===== src/rtl/stage_sched_pkg.sv =====
// Shared encodings for the stage scheduler: one-hot stage codes, configurator
// handshake values and the scheduler FSM state type.
package stage_sched_pkg;

  localparam int unsigned STAGE_W = 3;

  localparam logic [STAGE_W-1:0] STG_IDLE = 3'b000;
  localparam logic [STAGE_W-1:0] STG_PRD  = 3'b001;
  localparam logic [STAGE_W-1:0] STG_NEW  = 3'b010;
  localparam logic [STAGE_W-1:0] STG_UPD  = 3'b100;

  localparam logic [STAGE_W-1:0] RDY_BUSY  = 3'b000;
  localparam logic [STAGE_W-1:0] RDY_READY = 3'b111;

  typedef enum logic [2:0] {
    ST_IDLE  = 3'd0,
    ST_CHECK = 3'd1,
    ST_ISSUE = 3'd2,
    ST_WAIT  = 3'd3,
    ST_DONE  = 3'd4
  } state_t;

endpackage


===== src/rtl/stage_req_fifo.sv =====
// Request queue for the stage scheduler: synchronous show-ahead FIFO that
// accepts a write while full when the head is popped in the same cycle.
module stage_req_fifo #(
  parameter int unsigned WIDTH = 12,
  parameter int unsigned DEPTH = 4
) (
  input  logic             clk,
  input  logic             rst_n,
  input  logic             push,
  input  logic [WIDTH-1:0] wr_data,
  input  logic             pop,
  output logic [WIDTH-1:0] rd_data_c,
  output logic             empty_c,
  output logic             space_nxt_c
);

  localparam int unsigned AW = (DEPTH > 1) ? $clog2(DEPTH) : 1;
  localparam int unsigned CW = $clog2(DEPTH + 1);

  logic [WIDTH-1:0] mem [DEPTH];
  logic [AW-1:0]    wr_ptr;
  logic [AW-1:0]    rd_ptr;
  logic [CW-1:0]    count;
  logic [CW-1:0]    count_nxt;
  logic             wr_en;
  logic             rd_en;

  assign rd_en       = pop && (count != '0);
  assign wr_en       = push && ((count < CW'(DEPTH)) || rd_en);
  assign count_nxt   = count + CW'(wr_en) - CW'(rd_en);
  assign rd_data_c   = mem[rd_ptr];
  assign empty_c     = (count == '0);
  assign space_nxt_c = (count_nxt < CW'(DEPTH));

  // Pointers wrap naturally since DEPTH is a power of two.
  always_ff @(posedge clk or negedge rst_n) begin
    if (!rst_n) begin
      wr_ptr <= '0;
      rd_ptr <= '0;
      count  <= '0;
    end else begin
      if (wr_en) wr_ptr <= wr_ptr + AW'(1);
      if (rd_en) rd_ptr <= rd_ptr + AW'(1);
      count <= count_nxt;
    end
  end

  always_ff @(posedge clk) begin
    if (wr_en) mem[wr_ptr] <= wr_data;
  end

endmodule


===== src/rtl/stage_sched.sv =====
// Stage scheduler: queues PRD/NEW/UPD requests, checks them against the
// landmark count, and handshakes each legal stage with the PE configurator.
// Optional watchdog enabled by defining STAGE_SCHED_TIMEOUT_EN.
module stage_sched
  import stage_sched_pkg::*;
#(
  parameter int unsigned MAX_LANDMARK = 500,
  parameter int unsigned LM_W         = 9,
  parameter int unsigned QDEPTH       = 4,
  parameter int unsigned TIMEOUT_CYC  = 4096
) (
  input  logic            clk,
  input  logic            sys_rst,
  input  logic            req_val,
  output logic            req_rdy,
  input  logic [2:0]      req_stage,
  input  logic [LM_W-1:0] req_lm,
  output logic [2:0]      stage_val,
  input  logic [2:0]      stage_rdy,
  output logic [LM_W-1:0] cur_lm,
  output logic [LM_W:0]   lm_cnt,
  output logic            done,
  output logic            reject,
  output logic            timeout
);

  localparam int unsigned CNT_W  = LM_W + 1;
  localparam int unsigned FIFO_W = STAGE_W + LM_W;
  localparam logic [CNT_W-1:0] LM_MAX = CNT_W'(MAX_LANDMARK);

  if (MAX_LANDMARK > (1 << LM_W)) begin : g_bad_lm
    $error("stage_sched: MAX_LANDMARK exceeds 2**LM_W");
  end
  if ((QDEPTH < 2) || ((QDEPTH & (QDEPTH - 1)) != 0)) begin : g_bad_qdepth
    $error("stage_sched: QDEPTH must be a power of two >= 2");
  end
  if (TIMEOUT_CYC < 1) begin : g_bad_timeout
    $error("stage_sched: TIMEOUT_CYC must be nonzero");
  end

  state_t            state, state_d;
  logic [2:0]        head_stage, head_stage_d;
  logic [LM_W-1:0]   head_lm, head_lm_d;
  logic [2:0]        stage_val_d;
  logic [LM_W-1:0]   cur_lm_d;
  logic [CNT_W-1:0]  lm_cnt_d;
  logic              done_d;
  logic              reject_d;
  logic              pop_c;
  logic              legal_c;
  logic              push_c;
  logic [FIFO_W-1:0] fifo_rd_c;
  logic              fifo_empty_c;
  logic              fifo_space_nxt_c;

  assign push_c = req_val && req_rdy;

  stage_req_fifo #(
    .WIDTH (FIFO_W),
    .DEPTH (QDEPTH)
  ) u_fifo (
    .clk         (clk),
    .rst_n       (sys_rst),
    .push        (push_c),
    .wr_data     ({req_stage, req_lm}),
    .pop         (pop_c),
    .rd_data_c   (fifo_rd_c),
    .empty_c     (fifo_empty_c),
    .space_nxt_c (fifo_space_nxt_c)
  );

  // Legality of the popped request against the current landmark count.
  always_comb begin
    legal_c = 1'b0;
    case (head_stage)
      STG_PRD: legal_c = 1'b1;
      STG_NEW: legal_c = (CNT_W'(head_lm) == lm_cnt) && (lm_cnt < LM_MAX);
      STG_UPD: legal_c = (CNT_W'(head_lm) < lm_cnt);
      default: legal_c = 1'b0;
    endcase
  end

`ifdef STAGE_SCHED_TIMEOUT_EN
  localparam int unsigned TO_W = $clog2(TIMEOUT_CYC + 1);
  logic [TO_W-1:0] to_cnt, to_cnt_d;
  logic            timeout_d;
`endif

  always_comb begin
    state_d      = state;
    head_stage_d = head_stage;
    head_lm_d    = head_lm;
    stage_val_d  = stage_val;
    cur_lm_d     = cur_lm;
    lm_cnt_d     = lm_cnt;
    done_d       = 1'b0;
    reject_d     = 1'b0;
    pop_c        = 1'b0;

    case (state)
      ST_IDLE: begin
        if (!fifo_empty_c) begin
          pop_c        = 1'b1;
          head_stage_d = fifo_rd_c[FIFO_W-1 -: STAGE_W];
          head_lm_d    = fifo_rd_c[LM_W-1:0];
          state_d      = ST_CHECK;
        end
      end
      ST_CHECK: begin
        if (legal_c) begin
          stage_val_d = head_stage;
          cur_lm_d    = head_lm;
          state_d     = ST_ISSUE;
        end else begin
          reject_d = 1'b1;
          state_d  = ST_IDLE;
        end
      end
      ST_ISSUE: begin
        if (stage_rdy == RDY_BUSY) begin
          stage_val_d = STG_IDLE;
          state_d     = ST_WAIT;
        end
      end
      ST_WAIT: begin
        if (stage_rdy == RDY_READY) begin
          done_d  = 1'b1;
          state_d = ST_DONE;
          if ((head_stage == STG_NEW) && (lm_cnt < LM_MAX)) lm_cnt_d = lm_cnt + CNT_W'(1);
        end
      end
      ST_DONE: state_d = ST_IDLE;
      default: state_d = ST_IDLE;
    endcase

`ifdef STAGE_SCHED_TIMEOUT_EN
    // Watchdog overrides the handshake: abandon the stage with no completion.
    to_cnt_d  = '0;
    timeout_d = timeout;
    if ((state == ST_ISSUE) || (state == ST_WAIT)) begin
      if (to_cnt == TO_W'(TIMEOUT_CYC - 1)) begin
        timeout_d   = 1'b1;
        stage_val_d = STG_IDLE;
        done_d      = 1'b0;
        lm_cnt_d    = lm_cnt;
        state_d     = ST_IDLE;
      end else begin
        to_cnt_d = to_cnt + TO_W'(1);
      end
    end
`endif
  end

  always_ff @(posedge clk or negedge sys_rst) begin
    if (!sys_rst) begin
      state      <= ST_IDLE;
      head_stage <= STG_IDLE;
      head_lm    <= '0;
      stage_val  <= STG_IDLE;
      cur_lm     <= '0;
      lm_cnt     <= '0;
      done       <= 1'b0;
      reject     <= 1'b0;
      req_rdy    <= 1'b0;
    end else begin
      state      <= state_d;
      head_stage <= head_stage_d;
      head_lm    <= head_lm_d;
      stage_val  <= stage_val_d;
      cur_lm     <= cur_lm_d;
      lm_cnt     <= lm_cnt_d;
      done       <= done_d;
      reject     <= reject_d;
      req_rdy    <= fifo_space_nxt_c;
    end
  end

`ifdef STAGE_SCHED_TIMEOUT_EN
  always_ff @(posedge clk or negedge sys_rst) begin
    if (!sys_rst) begin
      to_cnt  <= '0;
      timeout <= 1'b0;
    end else begin
      to_cnt  <= to_cnt_d;
      timeout <= timeout_d;
    end
  end
`else
  assign timeout = 1'b0;
`endif

endmodule


===== config.mk =====
export PLATFORM = sky130hd
export DESIGN_NAME = stage_sched
export DESIGN_NICKNAME = d
export VERILOG_FILES = /design/src/rtl/stage_sched_pkg.sv /design/src/rtl/stage_req_fifo.sv /design/src/rtl/stage_sched.sv
export SDC_FILE = /design/constraint.sdc
export NUM_CORES = 1
export LEC_CHECK = 0
export ABC_AREA = 1
export BUFFER_PORTS_ARGS = -buffer_cell sky130_fd_sc_hd__buf_2
export CORE_UTILIZATION = 45
export DETAILED_ROUTE_END_ITERATION = 6
export GPL_ROUTABILITY_DRIVEN = 1
export REMOVE_ABC_BUFFERS = 1
export SLEW_MARGIN = 40
export SYNTH_ARGS = -nofsm -noshare
export SYNTH_HDL_FRONTEND = slang
export SYNTH_SLANG_ARGS = --single-unit

===== constraint.sdc =====
create_clock -name clk -period 3.2 [get_ports clk]
set_input_delay 0.64 -clock clk [delete_from_list [all_inputs] [get_ports clk]]
set_output_delay 0.64 -clock clk [all_outputs]
set_load 0.01 [all_outputs]

After elaboration in Yosys (flattened, before gate mapping)

Memories as Yosys holds them, arrays and structs flattened. A register that Yosys moved wholly into a read port is not among the register bits.
Index checks and enable logic that the tools add are counted.

Add/subtract/negate cells: 5
$lt $le $gt $ge: 4
Eq/ne operators: 12
Mux-type cells: 17
Bitwise operators: 1
Reduce and logical (&&, ||, !) cells: 17

Operators by type and width:

| operator                                                    | number |
|---|---|
| 2-to-1 mux 3 bit                                            | 5 |
| case mux 3 bit (4 select lines)                             | 1 |
| adder 10 x 1 -> 10 bit, second input constant               | 1 |
| == test 9 x 10 -> 1 bit                                     | 1 |
| less-than comparator 10 x 9 -> 1 bit, second input constant | 1 |
| less-than comparator 9 x 10 -> 1 bit                        | 1 |
| == test 3 x 2 -> 1 bit, second input constant               | 3 |
| zero test 3 bit                                             | 3 |
| AND reduction 3 bit                                         | 3 |
| 2-to-1 mux 1 bit                                            | 8 |
| != test 2 bit, second input constant                        | 4 |
| == test 3 x 1 -> 1 bit, second input constant               | 2 |
| == test 3 bit, second input constant                        | 2 |
| less-than comparator 3 bit, second input constant           | 2 |
| case mux 3 bit (2 select lines)                             | 1 |
| logical AND 1 bit                                           | 5 |
| adder 2 x 1 -> 2 bit, second input constant                 | 2 |
| AND reduction 2 bit                                         | 2 |
| adder 3 x 1 -> 3 bit                                        | 1 |
| case mux 1 bit (3 select lines)                             | 1 |
| nonzero test 3 bit                                          | 1 |
| subtractor 3 x 1 -> 3 bit                                   | 1 |
| 2-to-1 mux 2 bit                                            | 1 |
| nonzero test 2 bit                                          | 1 |
| 3 further kinds                                             | 3 |

Register bits after elaboration: 35
Bits in writable memories: 48
Input bits: 18
Output and inout port bits: 26
Word-level logic and storage cells: 67
Memories: 1

Memory list:

| name       | depth | width | rd ports | clocked after Yosys merged registers in | write ports | RTL line             | source |
|---|---|---|---|---|---|---|---|
| u_fifo.mem | 4     | 12    | 1        | 1                                       | 1           | stage_req_fifo.sv:20 | `logic [WIDTH-1:0] mem [DEPTH];` |

Longest topological paths before layout

Depth in word-level cells: 9
Gate-level depth with buffers: 14
Depth with buffers taken out: 13

By module

Synthesis repeated with hierarchy kept, for this count alone.

Cell total of the unflattened synthesis: 463
Area total of the unflattened synthesis: 4413.0 sq um

By module, submodules not included:

| module         | instances | cells an instance | area each (sq um) | sequential area each (sq um) |
|---|---|---|---|---|
| stage_req_fifo | 1         | 217               | 2358.5            | 1616.6 |
| stage_sched    | 1         | 246               | 2054.5            | 1001.0 |

Worst setup path before layout

No wires, ideal clock.

Kind: register to register
From: register state[2]
To: register u_fifo.count[2]
Library setup time: 121 ps
Arrival: 2293 ps
Path slack: 786 ps
Stages on the path, launching flop included: 13
Buffers on the path: 1
Clock period less this slack: 2414 ps
Cell sequence: dfrtp_1 -> nor2_2 -> nand2_1 -> nor2_2 -> buf_2 -> ha_1 -> inv_1 -> ha_1 -> inv_1 -> fa_1 -> xor2_1 -> xor2_1 -> inv_1

Word-level cells in the longest chain between the ends: 7

Ends and longest elaborated chain:

| item                          | RTL line             | source |
|---|---|---|
| start, declared               | stage_sched.sv:41    | `state_t state, state_d;` |
| start signal, assigned        | stage_sched.sv:166   | `state <= state_d;` |
| zero test 3 bit *             | stage_sched.sv:100   | `case (state)` |
| 2-to-1 mux 1 bit *            | stage_sched.sv:100   |  |
| named net pop_c               | stage_sched.sv:49    | `logic pop_c;` |
| logical AND 1 bit *           | stage_req_fifo.sv:28 | `assign rd_en = pop && (count != '0);` |
| logical OR 1 bit              | stage_req_fifo.sv:29 | `assign wr_en = push && ((count < CW'(DEPTH)) \|\| rd_en);` |
| logical AND 1 bit             | stage_req_fifo.sv:29 |  |
| adder 3 x 1 -> 3 bit          | stage_req_fifo.sv:30 | `assign count_nxt = count + CW'(wr_en) - CW'(rd_en);` |
| subtractor 3 x 1 -> 3 bit *   | stage_req_fifo.sv:30 |  |
| named net u_fifo.count_nxt[2] | stage_req_fifo.sv:24 | `logic [CW-1:0] count_nxt;` |
| end signal, assigned          | stage_req_fifo.sv:44 | `count <= count_nxt;` |
| end, declared                 | stage_req_fifo.sv:23 | `logic [CW-1:0] count;` |

The timed path passes the listed nets; every way through them passes the cells marked *.
A chain may end at the register's enable or synchronous reset.

Final worst setup path

From: register u_fifo.count[1]
To: register u_fifo.count[2]

Word-level cells in the longest chain between the ends: 8

Ends and longest elaborated chain:

| item                          | RTL line             | source |
|---|---|---|
| zero test 3 bit               | stage_req_fifo.sv:32 | `assign empty_c = (count == '0);` |
| 2-to-1 mux 1 bit              | stage_sched.sv:102   | `if (!fifo_empty_c) begin` |
| 2-to-1 mux 1 bit              | stage_sched.sv:100   |  |
| logical AND 1 bit             | stage_req_fifo.sv:28 |  |
| logical OR 1 bit              | stage_req_fifo.sv:29 |  |
| logical AND 1 bit             | stage_req_fifo.sv:29 |  |
| adder 3 x 1 -> 3 bit          | stage_req_fifo.sv:30 |  |
| subtractor 3 x 1 -> 3 bit *   | stage_req_fifo.sv:30 |  |
| named net u_fifo.count_nxt[2] | stage_req_fifo.sv:24 |  |

Marks and branches as above.

==> impl_metrics.py <==
metrics = {
    "detailed_routing": {
        "antenna_left": 0,
        "drt_iter0_drc": 108,
        "num_vias": 2775,
        "first_pass_iters": 4,
        "drt-vias-per-instance": 4.96,
        "wire_per_inst_um": 13.8,
        "routed_wl_um": 7740,
        "drc_errors": 0,
    },
    "clock_network": {
        "htreeDepth": 3,
        "hold_buffers": 0,
        "cts_root_buf": "clkbuf_8",
        "tritoncts": "done",
        "cts_resized": 0,
        "clock_path_buffers": 2,
        "cts_buffers": 9,
        "clock-sinks": 95,
        "clk_latency_ps": 350,
        "cts_setup_buffers": 0,
        "path_clk_slew_ps": 100,
    },
    "global_route": {
        "grt_pass1_wl_um": 12900,
        "grt_use_total_pct": 17.2,
        "grt_max_degree": 48,
        "grt_pass1_vias": 2673,
        "overflow": 0,
        "antenna_found_initial": 0,
    },
    "place": {
        "placed_cell_area_um2": 4590,
        "dpl.hpwl_um": 5340,
        "placed_cells": 544,
        "io_buffers": 42,
        "place_ws_ps": 885,
        "gp_congestion": 0.752,
    },
    "power": {
        "swShare_pct": 38.1,
        "power_frac_seq_pct": 43.9,
        "power_frac_clock_pct": 21.1,
        "leakage_uw": 0.00217,
        "switching_power_uw": 1590,
        "totalPowerFinal_uw": 4160,
        "vdd_drop_max_mv": 0.353,
        "cellPowerDensity_nw_per_um2": 865,
        "combPwrFrac_pct": 35.0,
        "p_int_uw": 2570,
    },
    "critical_path": {
        "crit_family": "adder cells",
        "cp_data_arrival_time_ps": 2620,
        "crit_required_ps": 3450,
        "crit_buf_inv": 3,
        "crit_slowest_cell": "dfrtp_1",
        "r2r_setup_slack_ps": 830,
        "cpPeakStageDelay_ps": 430,
        "r2r_cells": 10,
        "path_class": "flop to flop",
        "cp_max_fo": 3,
        "r2r_end": "u_fifo.count[2]",
        "startpoint_type": "flop",
        "cp-end-kind": "flop",
        "r2r_start": "u_fifo.count[1]",
        "cpMostUsedCell": "inv_1",
        "path_cells": "nor3_1, nor2_2, ha_1, inv_1, ha_1, inv_1, fa_1, xor2_1, xor2_1, inv_1",
    },
    "floorplan": {
        "die_area_um2": 9880,
        "die_h_um": 99.4,
        "initial_utilization_pct": 46.4,
        "io_pins": 44,
        "die_w_um": 99.4,
        "core_um2": 9200,
        "rows": 35,
    },
    "cells_and_area": {
        "layout_commonest_cell": "nand2_1",
        "final_nets": 479,
        "area_growth_pct": 12.8,
        "antenna-diode-count": 0,
        "final_cells": 560,
        "stdcell_area_um2": 4810,
        "drive_above_1_share_pct": 20.0,
        "mostFrequentLayoutCells": "59 x nand2_1, 54 x inv_1, 53 x nor2_1, 48 x edfxtp_1, 47 x dfrtp_1",
    },
    "synthesis": {
        "synth.avg_cell_area_um2": 10.7,
        "yosysWarnings": 0,
        "syn_area_um2": 4270,
        "synth_adder_area_share_pct": 5.16,
        "synth_top_family_by_area": "simple AND/OR/NAND/NOR gates",
        "synthMuxAreaShare_pct": 0,
        "synth_xor_xnor_area_share_pct": 2.26,
        "ys_types": 31,
        "ys_seq_area_share_pct": 61.3,
        "synth_compound_area_share_pct": 8.29,
        "yosys.area_share.simple_pct": 16.1,
        "ys_ff_latch": 95,
        "syn_inst": 399,
    },
    "hold_path": {
        "hp-class": "input port to async pin",
    },
    "sta": {
        "worst_pin_slew_ps": 778,
        "maxSlewHeadroom_pct": 48.1,
        "finalWorstSetupSlack_ps": 830,
        "rsz0062_at_grt": "false",
        "finalSetupViolations": 0,
        "slew_viol_final": 0,
        "final.period_utilization_pct": 74.1,
        "fin_setup_tns_ps": 0,
        "period_minus_slack_ps": 2370,
        "fin_worst_skew_ps": 8.25,
        "hold_violations": 0,
        "fmax_ghz": 0.422,
    },
    "run": {
        "maxCapViolCount": 0,
    },
    "outcome": {
        "outcome": "complete, no violations",
    },
}
-- cells in the mapped netlist, drive strengths merged --
cell / instances / area (µm²)
a21o: 1 / 7.51
a21oi: 2 / 10.0
and3: 1 / 6.26
buf: 7 / 52.6
clkbuf: 7 / 26.3
conb: 1 / 3.75
dfrtp: 47 / 1180
edfxtp: 48 / 1440
fa: 1 / 20.0
ha: 16 / 200
inv: 56 / 210
nand2: 64 / 277
nand3: 10 / 50.1
nand4: 6 / 37.5
nor2: 62 / 265
nor3: 7 / 46.3
nor4: 1 / 6.26
o21a: 1 / 7.51
o21ai: 38 / 224
o32ai: 12 / 105
xor2: 11 / 96.3
-- stage by stage --
stage,utilization [%],hold WS [ps]
floorplan,-,344
global placement,49.9,456
detailed placement,49.9,457
CTS,52.4,290
global route,52.4,328
finish,52.4,289
-- sequential cells by signal, indices dropped and copies added (netlist names) --
register / count
stage_val: 3
reject: 1
state: 3
u_fifo.wr_ptr: 2
head_stage: 3
head_lm: 9
u_fifo.count: 3
done: 1
cur_lm: 9
u_fifo.mem: 48
u_fifo.rd_ptr: 2
req_rdy: 1
lm_cnt: 10
-- how the worst max path moves through the flow --
stage | from | end | cells after the start | slack, ps
finish | u_fifo.count[1] | u_fifo.count[2] | 10 | 830
detailed placement | u_fifo.count[1] | u_fifo.count[2] | 10 | 880
global route | u_fifo.count[1] | u_fifo.count[2] | 10 | 660
floorplan | state[2] | u_fifo.count[2] | 11 | 610
global placement | u_fifo.count[1] | u_fifo.count[2] | 10 | 970
CTS | u_fifo.count[1] | u_fifo.count[2] | 10 | 820
-- final cells by class --
| cell class | instances | area, µm² |
|---|---|---|
| Clock buffer | 9 | 124 |
| Clock inverter | 7 | 104 |
| Fill cell | 813 | 4380 |
| Inverter | 56 | 210 |
| Multi-Input combinational cell | 234 | 1360 |
| Sequential cell | 95 | 2620 |
| Tap cell | 111 | 139 |
| Timing Repair Buffer | 48 | 258 |
-- metal layers --
metal	up-vias	wire, µm	track usage (%)
met4	0	145	7.81
met5	-	0	0
met2	63	3620	27.6
met3	10	235	3.23
met1	1296	3730	23.0
li1	1406	-	-
-- cell families after synthesis --
family,after synthesis
xor+xnor,11
fa+ha+maj,17
other cells,1
flops,95
compound gates,54
simple gates,151
buf+inv,70
-- worst register-to-register path, cell delays in order, from the launching register on --
cell	delay (ps)
dfrtp_1	430
nor3_1	400
nor2_2	80
ha_1	300
inv_1	60
ha_1	130
inv_1	40
fa_1	370
xor2_1	170
xor2_1	200
inv_1	70
-- power by group through the flow --
| stage | clock network, µW | registers [µW] | logic [µW] |
|---|---|---|---|
| after CTS | 904 | 1830 | 1480 |
| after global placement | 0 | 1850 | 1440 |
| after floorplan | 0 | 1860 | 977 |
| final | 879 | 1830 | 1460 |
| after detailed placement | 0 | 1860 | 1470 |
| after global routing | 949 | 1880 | 1680 |
No activity file was read; power rests on OpenSTA's default activity.
